===== config.mk =====
export PLATFORM = sky130hd
export DESIGN_NAME = logic_pipe
export DESIGN_NICKNAME = d
export VERILOG_FILES = /design/src/rtl/logic_pkg.sv /design/src/rtl/logic_stage.sv /design/src/rtl/logic_pipe.sv
export SDC_FILE = /design/constraint.sdc
export NUM_CORES = 1
export LEC_CHECK = 0
export BUFFER_PORTS_ARGS = -buffer_cell sky130_fd_sc_hd__buf_2
export CORE_MARGIN = 3
export CORE_UTILIZATION = 53
export DETAILED_ROUTE_END_ITERATION = 7
export GPL_ROUTABILITY_DRIVEN = 0
export HOLD_SLACK_MARGIN = 0.05
export PLACE_DENSITY = 0.82
export SYNTH_ARGS = -nofsm -noshare
export SYNTH_HDL_FRONTEND = slang
export SYNTH_SLANG_ARGS = --single-unit

===== constraint.sdc =====
create_clock -name clk -period 2.45 [get_ports clk]
set_input_delay 0.3675 -clock clk [delete_from_list [all_inputs] [get_ports clk]]
set_output_delay 0.3675 -clock clk [all_outputs]
set_load 0.005 [all_outputs]

===== src/rtl/logic_pkg.sv =====
// Shared types and the per-bit operation evaluator for the logic pipeline.
package logic_pkg;

  typedef enum logic [1:0] {
    OP_AND  = 2'b00,
    OP_OR   = 2'b01,
    OP_XOR  = 2'b10,
    OP_NAND = 2'b11
  } op_e;

  localparam int unsigned CountWidth = 16;

  // Evaluated one bit at a time so any operand width reuses the same function.
  function automatic logic eval_bit(op_e op, logic x, logic y);
    logic r;
    r = 1'b0;
    unique case (op)
      OP_AND:  r = x & y;
      OP_OR:   r = x | y;
      OP_XOR:  r = x ^ y;
      OP_NAND: r = ~(x & y);
    endcase
    return r;
  endfunction

endpackage


===== src/rtl/logic_stage.sv =====
// One pipeline slice: data word, zero flag and valid bit with elastic advance.
module logic_stage
  import logic_pkg::*;
#(
  parameter int unsigned WIDTH = 16
) (
  input  logic             clk_i,
  input  logic             rst_ni,
  input  logic             up_valid_i,
  input  logic [WIDTH-1:0] up_data_i,
  input  logic             up_zero_i,
  input  logic             dn_ready_i,
  output logic             valid_o,
  output logic [WIDTH-1:0] data_o,
  output logic             zero_o
);

  logic             valid_q;
  logic [WIDTH-1:0] data_q;
  logic             zero_q;
  logic             load;

  // Accept when empty, or when the current word leaves in the same cycle.
  assign load = up_valid_i & (~valid_q | dn_ready_i);

  always_ff @(posedge clk_i or negedge rst_ni) begin
    if (!rst_ni) begin
      valid_q <= 1'b0;
      data_q  <= '0;
      zero_q  <= 1'b0;
    end else if (load) begin
      valid_q <= 1'b1;
      data_q  <= up_data_i;
      zero_q  <= up_zero_i;
    end else if (dn_ready_i) begin
      valid_q <= 1'b0;
    end
  end

  assign valid_o = valid_q;
  assign data_o  = data_q;
  assign zero_o  = zero_q;

endmodule


===== src/rtl/logic_pipe.sv =====
// Elastic bitwise-logic pipeline: AND/OR/XOR/NAND over STAGES register slices.
module logic_pipe
  import logic_pkg::*;
#(
  parameter int unsigned WIDTH  = 16,
  parameter int unsigned STAGES = 2
) (
  input  logic                  clk,
  input  logic                  rst_n,
  input  logic                  in_valid,
  output logic                  in_ready,
  input  logic [WIDTH-1:0]      a,
  input  logic [WIDTH-1:0]      b,
  input  logic [1:0]            op,
  output logic                  out_valid,
  input  logic                  out_ready,
  output logic [WIDTH-1:0]      out,
  output logic                  zero,
  output logic [CountWidth-1:0] done_count
);

  logic [WIDTH-1:0]      res;
  logic                  res_zero;
  logic [STAGES-1:0]     vld;
  logic [STAGES-1:0]     zro;
  logic [STAGES-1:0]     dn_rdy;
  logic [WIDTH-1:0]      dat [STAGES];
  logic [CountWidth-1:0] done_q;

  always_comb begin
    res = '0;
    for (int i = 0; i < WIDTH; i++) begin
      res[i] = eval_bit(op_e'(op), a[i], b[i]);
    end
  end

  assign res_zero = ~|res;

  for (genvar k = 0; k < STAGES; k++) begin : g_stage
    logic             up_valid;
    logic             up_zero;
    logic [WIDTH-1:0] up_data;

    if (k == 0) begin : g_head
      assign up_valid = in_valid;
      assign up_data  = res;
      assign up_zero  = res_zero;
    end else begin : g_body
      assign up_valid = vld[k-1];
      assign up_data  = dat[k-1];
      assign up_zero  = zro[k-1];
    end

    // Downstream can take a word if any later slot is free or the sink drains;
    // derived from the valid bits directly so the ready path has no loop.
    if (k == STAGES - 1) begin : g_tail
      assign dn_rdy[k] = out_ready;
    end else begin : g_inner
      assign dn_rdy[k] = out_ready | ~(&vld[STAGES-1:k+1]);
    end

    logic_stage #(
      .WIDTH(WIDTH)
    ) u_stage (
      .clk_i     (clk),
      .rst_ni    (rst_n),
      .up_valid_i(up_valid),
      .up_data_i (up_data),
      .up_zero_i (up_zero),
      .dn_ready_i(dn_rdy[k]),
      .valid_o   (vld[k]),
      .data_o    (dat[k]),
      .zero_o    (zro[k])
    );
  end

  assign in_ready  = rst_n & (~vld[0] | dn_rdy[0]);
  assign out_valid = vld[STAGES-1];
  assign out       = dat[STAGES-1];
  assign zero      = zro[STAGES-1];

  always_ff @(posedge clk or negedge rst_n) begin
    if (!rst_n) begin
      done_q <= '0;
    end else if (out_valid && out_ready) begin
      done_q <= done_q + 1'b1;
    end
  end

  assign done_count = done_q;

endmodule


Word-level counts from Yosys, hierarchy flattened
Index checks and enable logic that the tools add are counted.
Storage, ports and cells
  flip-flop bits (word level): 52
  output and inout bits: 35
  logic and storage cells: 108
  bits of input ports: 38
Cells by class
  $add $sub $neg: 1
  reductions and logical operators: 6
  eq/ne operators: 3
  bitwise gates (word level): 71
  muxes and demuxes: 20
Operator list (count)
  one-hot mux 1 bit (4 select lines): 16
  bitwise AND 1 bit: 19
  inverter 1 bit: 18
  bitwise OR 1 bit: 18
  adder 16 x 1 -> 16 bit, second input constant: 1
  OR reduction 16 bit: 1
  XOR 1 bit: 16
  equality test 2 bit, second input constant: 2
  2-to-1 mux 1 bit: 4
  nonzero test 2 bit: 2
  equality test 2 x 1 -> 1 bit, second input constant: 1
  logical NOT 2 bit: 1
  logical AND 1 bit: 1
  logical NOT 1 bit: 1

Depth between registers and ports, before layout
Gate-level depths: netlist (run 1).
  depth in word-level cells: 5
  depth in mapped cells: 8
  mapped depth without buffers: 7

Modules after synthesis
From an unflattened synthesis (run 1), not the netlist that was laid out.
Second synthesis, totals
  cell total of the unflattened synthesis: 301
  area total of the unflattened synthesis: 3268.1 um^2
Modules (own cells, without submodules)
  logic_pipe: seq. area each 400.4 um^2, cells an instance 223, area each 1804.2 um^2, instances 1
  logic_stage: seq. area each 450.4 um^2, cells an instance 39, area each 732.0 um^2, instances 2

Least setup slack after synthesis (run 1)
OpenSTA, ideal clock, no wires.
  path type: input to register
  start: in a[6]
  end: reg g_stage[0].u_stage.zero_q
  data arrival time: 1477 ps
  setup time: 66 ps
  stages on the path: 7
  buffers on the path: 0
  setup slack: 907 ps
  cell sequence: inv_1 -> ha_1 -> nor2b_1 -> o21ai_1 -> o2111ai_1 -> nor4_1 -> a32o_2
Between the ends
  longest elaborated chain between the ends: 5
Ends and longest elaborated chain
  start, declared: line logic_pipe.sv:12  | input logic [WIDTH-1:0] a,
  bitwise AND 1 bit: line logic_pkg.sv:18, logic_pkg.sv:21
  inverter 1 bit: line logic_pkg.sv:21  | OP_NAND: r = ~(x & y);
  one-hot mux 1 bit (4 select lines) (*): line logic_pkg.sv:17  | unique case (op)
  OR reduction 16 bit (*): line logic_pipe.sv:37  | assign res_zero = ~|res;
  logical NOT 1 bit (*): line logic_pipe.sv:37
  end signal, assigned: line logic_stage.sv:34  | zero_q <= up_zero_i;
  end, declared: line logic_stage.sv:20  | logic zero_q;
Mark *: on every way between the ends. The rest lies on a longest branch, timed or not.
A chain may end at the register's enable or synchronous reset.

Final worst setup path (run 1)
  start: in op[0]
  end: reg g_stage[0].u_stage.zero_q
Between the ends
  longest elaborated chain between the ends: 4
Ends and longest elaborated chain
  start, declared: line logic_pipe.sv:14  | input logic [1:0] op,
  equality test 2 bit (tied with other cells): line logic_pkg.sv:17
  one-hot mux 1 bit (4 select lines): line logic_pkg.sv:17
  OR reduction 16 bit (*): line logic_pipe.sv:37
  logical NOT 1 bit (*): line logic_pipe.sv:37
Marks and branches as above.

==> flow_summary.ini, run 1 <==
[cells_and_area]
finalNetCount = 446
drive_gt1_frac = 0.303
insertedDiodeCount = 0
final_cell_area_um2 = 3620
synthToLayoutAreaGrowth_pct = 14.4
finalCoreUtilization = 0.641

[yosys]
yosys_register_bits = 52
yosys_warnings = 0
synth_nets = 378
synth.area.top_cells = dfrtp_1 (41%), ha_1 (13%), mux2_2 (7.8%)
seq_area_frac_synth = 0.412
synth_top_area_frac = 0.412
syn_area_per_cell_um2 = 10.3
synthDistinctLibCells = 40
synth.cell_area_um2 = 3160
synthesis.instances = 307
synth_area_leader_cell = dfrtp_1

[flow_run]
drv_cap = 0

[pwr]
power.ir.vdd_worst_mv = 0.379
cellLeakagePower_nw = 1.81
p_per_area_nw_per_um2 = 642

[setup_path]
cp_max_fo = 49
crit_path_end_kind = register
r2r_setup_slack_ns = 0.85
startpoint = op[0]
critical_path.reg2reg.endpoint = g_stage[0].u_stage.zero_o
startpoint_type = input port
reg2reg_depth = 5
worst_ep_arrival_time_ns = 2.12
worstSetupEndpoint = g_stage[0].u_stage.zero_o
critical_path_class = input port to register
worst_r2r_startpoint = g_stage[1].u_stage.valid_o
worstPathRequired_ns = 2.69

[placed_design]
numPortBuffers = 72
placed_cell_area_um2 = 3510
dpl_wire_length_um = 4640

[clocking]
cts_root_buf = clkbuf_8
clk-insertion-delay-late_ns = 0.30
postCtsHoldBufs = 0
cts.htree.levels = 2
cts-resized-gates = 0
cts.clk_slew.worst_paths_ns = 0.09
cts_tree = built
clock_tree.buffer_depth = 2
post-cts-setup-buffers = 0
clkSinkCount = 52
cts-buffers-inserted = 5

[global_route]
vias_in_the_first_global_route = 2296
grt_max_degree = 53
gr-total-overflow = 0
groute.usage.overall = 0.179
initial_antenna_violation_count = 0
first_pass_grt_wire_length_um = 10200

[die]
floorplan.die_area_um2 = 6930
io_pins = 73
core_region_area_um2 = 5640
start_util = 0.560
floorplan.die.height_um = 83.2
num_rows = 27
die_width_um = 83.2

[sta]
setup-tns-final_ns = 0
clock.fmax_mhz = 534
max_slew.worst_pin.slew_ns = 0.737
timing.final.crit_share = 0.764
final.min_clock_period_ns = 1.87
final_count_of_negative_setup_slack_endpoints = 0
hold-worst-slack_ns = 0.190
maxSlewHeadroom = 0.509
finalMaxSlewViolations = 0
unrepaired_setup_endpoints_after_global_routing = no
skew_ns = 0.00677
hold_violations = 0

[drt]
drt-wirelength-per-cell_um = 13.0
route.vias.total = 2328
antenna_violating_nets_post_route = 0
drt_pass1_iterations = 4
via_per_inst = 5.20
drt_first_iter_violations = 117
drc = 0
totalWireLength_um = 5830

[outcome]
run_status = finished clean

[worst_hold_path]
min_path_type = input port to async pin
==> placed cells by master (no fill, tap or decap), types with 2 or more instances in the layout <==
cell type | Yosys | layout
o21ai_1 | 7 | 7
nor4_1 | 2 | 2
a31oi_1 | 7 | 7
o211ai_2 | 3 | 3
buf_4 | 1 | 4
nor2_1 | 19 | 19
inv_1 | 32 | 32
o2111ai_1 | 3 | 3
dfrtp_1 | 52 | 52
buf_2 | 6 | 72
and2_1 | 3 | 3
o211ai_1 | 13 | 13
o21a_1 | 4 | 4
nand3_1 | 4 | 4
nand4_1 | 7 | 7
clkbuf_8 | 0 | 5
ha_1 | 33 | 33
a211o_1 | 7 | 7
nor2b_1 | 5 | 5
xor2_1 | 4 | 4
mux2_2 | 22 | 22
o21ai_0 | 9 | 9
nand2b_1 | 3 | 3
xnor2_1 | 11 | 11
nand2_1 | 30 | 30
==> worst max-delay path, cell delays in order <==
cell	delay [ns]
buf_2	0.57
buf_4	0.33
nand2_1	0.07
o211ai_1	0.08
o21ai_0	0.15
a2111oi_2	0.32
a32o_2	0.21
==> cell families (layout without fill, tap and decap cells) <==
family	after synthesis	in the layout	share of synthesized area
AND/OR/NAND/NOR	80	80	0.122
AO/OA/AOI/OAI	58	58	0.136
flip-flops	52	52	0.412
adder cells (fa/ha/maj)	33	33	0.131
multiplexers	22	22	0.0784
XOR/XNOR	15	15	0.0416
buffers and inverters	47	116	0.0800
==> flip-flops by register name (all words and copies together), names as in the netlist <==
register                 count
g_stage.u_stage.data_o      32
done_count                  16
g_stage.u_stage.valid_o      2
g_stage.u_stage.zero_o       2
==> per-layer routing <==
metal / GRT usage / up-vias / share of wire
li1: - / 1192 / -
met1: 0.231 / 1064 / 0.47
met2: 0.293 / 65 / 0.46
met3: 0.0397 / 7 / 0.050
met4: 0.0698 / 0 / 0.020
met5: 0 / - / 0
==> Yosys cell counts (all sizes together) <==
cell,number
dfrtp,52
ha,33
inv,32
nand2,30
mux2,22
nor2,20
o211ai,16
o21ai,16
buf,14
xnor2,11
a211o,7
a31oi,7
nand4,7
nor2b,5
nand3,4
o21a,4
xor2,4
and2,3
nand2b,3
o2111ai,3
a21oi,2
nor3,2
nor4,2
a2111oi,1
a211oi,1
a32o,1
and2b,1
and3,1
and4,1
clkbuf,1
nand3b,1
==> per-stage QoR <==
step	power, mW	worst slack [ns]	std cells
final	2.32	0.577	448
after floorplan	1.52	0.907	307
after CTS	2.36	0.577	448
after global routing	2.49	0.331	448
after detailed placement	1.79	0.264	440
after global placement	1.75	0.351	440
==> how the worst min path moves through the flow <==
stage,to,slack (ns)
after global placement,done_count[15],0.45
after detailed placement,done_count[15],0.47
after floorplan,done_count[0],0.07
after global routing,g_stage[0].u_stage.valid_o,0.25
after CTS,g_stage[1].u_stage.data_o[11],0.21
final,done_count[3],0.19
==> final cells by class <==
| cell class | instances | area, um2 |
|---|---|---|
| inverter | 32 | 120 |
| sequential | 52 | 1300 |
| clock inverter | 2 | 35.0 |
| multi-input combinational | 208 | 1610 |
| fill | 475 | 2030 |
| timing repair buffer | 76 | 390 |
| tap | 72 | 90.1 |
| clock buffer | 6 | 72.6 |
==> report_power, final <==
group | switching [mW] | internal [mW] | total, mW | leakage, nW
registers | 0.133 | 1.03 | 1.16 | 0.623
clock network | 0.262 | 0.303 | 0.565 | 0.0552
logic | 0.280 | 0.314 | 0.594 | 1.13
Note: power is estimated with default switching activity, not from simulation.
==> run 2: changes to the inputs <==
Settings changed: ABC_AREA set to 1, CORE_UTILIZATION 53 to 49, PLACE_DENSITY 0.82 to 0.79.
Clock period 2.45 ns to 1.7 ns, I/O delays scaled along.
==> flow_summary.ini, run 2 <==
[cells_and_area]
mostFrequentLayoutCells = nand2_1 (101), inv_1 (93), buf_2 (72)
largest_reg_flops = 32
final_cell_area_um2 = 3770
finalNetCount = 551
layoutNonFillerInstCount = 556
insertedDiodeCount = 0
layout.cells.most_common = nand2_1
finalCoreUtilization = 0.615
drive_gt1_frac = 0.218
fillerInstances = 564
synthToLayoutAreaGrowth_pct = 17.5

[clocking]
clock_tree.buffer_depth = 2
cts_root_buf = clkbuf_8
clkSinkCount = 52
cts-buffers-inserted = 5
cts.htree.levels = 2
cts.clk_slew.worst_paths_ns = 0.09
clk-insertion-delay-late_ns = 0.29
cts_tree = built

[sta]
skew_ns = 0.00452
clock.fmax_mhz = 651
final.min_clock_period_ns = 1.53
finalMaxSlewViolations = 0
max_slew.worst_pin.slew_ns = 0.641
unrepaired_setup_endpoints_after_global_routing = no
final_count_of_negative_setup_slack_endpoints = 0
maxSlewHeadroom = 0.573
hold-worst-slack_ns = 0.0673
hold_violations = 0
post-route-worst-setup-slack_ns = 0.165
timing.final.crit_share = 0.903
setup-tns-final_ns = 0

[setup_path]
crit_path_end_kind = register
cp_max_fo = 4
critical_path_class = register to register
startpoint_type = register
worstPathRequired_ns = 1.89
worst_ep_arrival_time_ns = 1.72
reg2reg_depth = 7

[yosys]
synth.area.top_cells = dfrtp_1 (41%), ha_1 (13%), nand2_1 (12%)
yosys_register_bits = 52
seq_area_frac_synth = 0.405
yosys_warnings = 0
postSynth.asyncResetShare = 1.00
synthMostInstantiatedCell = nand2_1
synth_nets = 475
synth_top_area_frac = 0.405
synth_commonest_cells = nand2_1 (101), inv_1 (93), dfrtp_1 (52)
synthDistinctLibCells = 27
synthesis.instances = 404
synth-edff-count = 0
synth_area_leader_cell = dfrtp_1
syn_area_per_cell_um2 = 7.94
synth.cell_area_um2 = 3210
synth_ff_type = dfrtp_1

[die]
start_util = 0.523
io_pins = 73
num_rows = 28
floorplan.die_area_um2 = 7560
floorplan.die.height_um = 86.9
core_region_area_um2 = 6130
die_width_um = 86.9

[pwr]
cellLeakagePower_nw = 2.16
total_power_mw = 3.54
power.ir.vdd_worst_mv = 0.717
p_per_area_nw_per_um2 = 939

[drt]
route.vias.total = 2646
drt_pass1_iterations = 4
via_per_inst = 4.76
antenna_violating_nets_post_route = 0
drt_first_iter_violations = 103
totalWireLength_um = 6280
drc = 0
drt-wirelength-per-cell_um = 11.3

[global_route]
groute.usage.overall = 0.176
first_pass_grt_wire_length_um = 10900
vias_in_the_first_global_route = 2617
grt_max_degree = 53
initial_antenna_violation_count = 0
gr-total-overflow = 0

[outcome]
run_status = finished clean

[placed_design]
placed_cells = 547
numPortBuffers = 72
setup_ws_pre_cts_ns = 0.140
placed_cell_area_um2 = 3650
dpl_wire_length_um = 5100

[flow_run]
drv_cap = 0

[worst_hold_path]
min_path_type = input port to async pin
==> run 2: area by class of cell <==
type / instances / area [um2] / share of cell area
multi-input cells: 247 / 1500 / 0.396
flip-flops and latches: 52 / 1300 / 0.345
repair buffers: 80 / 420 / 0.111
inverters: 94 / 353 / 0.0936
well taps: 75 / 93.8 / 0.0249
clock buffers: 6 / 72.6 / 0.0192
clock inverters: 2 / 35.0 / 0.00929
==> run 2: worst max-delay path, stage by stage (launching register included) <==
cell	delay (ns)
dfrtp_1	0.39
ha_1	0.16
inv_1	0.07
nor3_4	0.22
nand4_1	0.20
nor2_2	0.17
nand2_1	0.08
xor2_1	0.14
==> run 2: cell families after synthesis <==
logic type	after synthesis	synth area share
buffers and inverters	105	0.129
AOI/OAI and AO/OA	32	0.0511
xor gates and xnor gates	14	0.0382
muxes	5	0.0175
DFF	52	0.405
adders and majority gates	33	0.129
and+or+nand+nor	163	0.230
==> run 2: routing by layer <==
layer,vias to the layer above,share of wire,GRT usage
met4,0,0.0054,0.0397
met2,74,0.47,0.307
met5,-,0,0
met3,4,0.055,0.0284
li1,1374,-,-
met1,1194,0.47,0.230
==> run 2: power breakdown <==
part	internal, mW	leakage (nW)	switching (mW)	total (mW)
logic	0.445	1.47	0.565	1.01
clock network	0.437	0.0552	0.382	0.819
registers	1.52	0.636	0.186	1.71
==> run 2: worst paths after layout <==
check,endpoint,from,slack (ns)
max,done_count[14],done_count[1],0.17
min,done_count[6],rst_n,0.07
max reg2reg,done_count[14],done_count[1],0.17
min reg2reg,g_stage[1].u_stage.data_o[3],g_stage[1].u_stage.data_o[3],0.49
max in group asynchronous,done_count[10],rst_n,1.20
min in group clk,g_stage[0].u_stage.valid_o,in_valid,0.26
==> run 2: repair_timing <==
item                                    CTS  global route
hold buffers                              0             0
resized for setup                         0             1
setup buffers                             0             1
endpoints found under the setup margin    0             1
==> run 3: changes to the inputs <==
Settings changed: CORE_UTILIZATION 49 to 53, PLACE_DENSITY 0.79 to 0.82, SKIP_LAST_GASP set to 1.
Clock period 1.7 ns to 1.96 ns, I/O delays scaled along.
==> flow_summary.ini, run 3 (same netlist as run 2, synthesis figures left out) <==
[sta]
hold-worst-slack_ns = 0.118
final_count_of_negative_setup_slack_endpoints = 0
max_slew.worst_pin.slew_ns = 0.624
setup-tns-final_ns = 0
skew_ns = 0.00471
maxSlewHeadroom = 0.584
finalMaxSlewViolations = 0
unrepaired_setup_endpoints_after_global_routing = no
clock.fmax_mhz = 628
final.min_clock_period_ns = 1.59
hold_violations = 0
timing.final.crit_share = 0.812

[drt]
route.vias.total = 2647
drc = 0
via_per_inst = 4.83
totalWireLength_um = 6090
drt-wirelength-per-cell_um = 11.1
drt_first_iter_violations = 90
antenna_violating_nets_post_route = 0
drt_pass1_iterations = 4

[die]
start_util = 0.565
io_pins = 73
floorplan.die.height_um = 83.8
core_region_area_um2 = 5680
floorplan.die_area_um2 = 7020
num_rows = 27
die_width_um = 83.8

[setup_path]
startpoint_type = register
worst_r2r_startpoint = done_count[1]
r2r_setup_slack_ns = 0.37
critical_path.reg2reg.endpoint = done_count[14]
critical_path_class = register to register
worst_ep_arrival_time_ns = 1.78
crit_path_end_kind = register
crit_path_cell_trace = ha_1 > inv_1 > nor3_4 > nand4_1 > nor2_1 > nand2_1 > xor2_1
worstPathRequired_ns = 2.15
slowest_stage = dfrtp_1
critPathMaxStageDelay_ns = 0.39
reg2reg_depth = 7
cp_max_fo = 4

[clocking]
clock_tree.buffer_depth = 2
postCtsHoldBufs = 0
cts_tree = built
cts.clk_slew.worst_paths_ns = 0.09
cts-buffers-inserted = 5
cts_root_buf = clkbuf_8
cts-resized-gates = 0
clk-insertion-delay-late_ns = 0.30
post-cts-setup-buffers = 0
cts.htree.levels = 2
clkSinkCount = 52

[global_route]
groute.usage.overall = 0.180
vias_in_the_first_global_route = 2438
initial_antenna_violation_count = 0
grt_max_degree = 53
gr-total-overflow = 0
first_pass_grt_wire_length_um = 10800

[cells_and_area]
mostFrequentLayoutCells = nand2_1 (101), inv_1 (93), buf_2 (72)
synthToLayoutAreaGrowth_pct = 16.6
finalNetCount = 546
layout.cells.most_common = nand2_1
drive_gt1_frac = 0.210
final_cell_area_um2 = 3740
fillerInstances = 501
layoutNonFillerInstCount = 548
insertedDiodeCount = 0
largest_reg_flops = 32

[pwr]
total_power_mw = 3.11
p_per_area_nw_per_um2 = 831
power.ir.vdd_worst_mv = 0.536
cellLeakagePower_nw = 2.15

[worst_hold_path]
min_path_type = input port to async pin

[placed_design]
dpl_wire_length_um = 4810
placed_cell_area_um2 = 3620
placed_cells = 540
numPortBuffers = 72

[outcome]
run_status = finished clean

[flow_run]
drv_cap = 0
-- run 3: cell count changes in the layout (fill, tap and decap cells not counted) --
cell / change
buf_4: -5
clkbuf_1: -1
clkbuf_8: +1
clkinv_2: -1
clkinv_4: +1
nor2_1: +1
nor2_2: -1
-- run 3: cell type report --
type / instances / area, um2 / share of cell area
Clock buffer: 6 / 82.6 / 0.0221
Clock inverter: 2 / 38.8 / 0.0104
Inverter: 94 / 353 / 0.0943
Multi-Input combinational cell: 247 / 1490 / 0.399
Sequential cell: 52 / 1300 / 0.348
Tap cell: 72 / 90.1 / 0.0241
Timing Repair Buffer: 75 / 383 / 0.102
-- run 3: power breakdown --
| group | internal [mW] | total [mW] | switching [mW] |
|---|---|---|---|
| clock | 0.417 | 0.756 | 0.339 |
| combinational | 0.378 | 0.863 | 0.485 |
| sequential | 1.32 | 1.49 | 0.168 |
| total | 2.12 | 3.11 | 0.992 |
-- run 3: worst max-delay path by stage --
stage                        from                        end  slack [ns]  depth (start not counted)
finish              done_count[1]             done_count[14]        0.37                          7
global route        done_count[1]             done_count[14]        0.20                          7
CTS                 done_count[1]             done_count[14]        0.36                          7
detailed placement          op[0]  g_stage[0].u_stage.zero_o        0.31                         10
global placement            op[0]  g_stage[0].u_stage.zero_o        0.35                         10
floorplan           done_count[1]             done_count[14]        0.52                          7
-- run 3: through the flow --
step / worst slack [ns] / util
after floorplan: 0.524 / -
after global placement: 0.346 / 0.638
after detailed placement: 0.309 / 0.638
after CTS: 0.357 / 0.659
after global routing: 0.203 / 0.659
final: 0.369 / 0.659
-- run 3: metal layers --
| layer | track usage | share of wire | routed length [um] |
|---|---|---|---|
| met5 | 0 | 0 | 0 |
| met4 | 0.0409 | 0.0092 | 56 |
| met3 | 0.0276 | 0.063 | 383 |
| met2 | 0.299 | 0.46 | 2820 |
| met1 | 0.247 | 0.46 | 2830 |
-- run 3: worst max-delay path: cells and delay by family, from the launching register on --
kind | cells | cell delay [ns]
adder cells (fa/ha/maj) | 1 | 0.16
flip-flops | 1 | 0.39
XOR/XNOR | 1 | 0.15
buffers and inverters | 1 | 0.07
AND/OR/NAND/NOR | 4 | 0.73
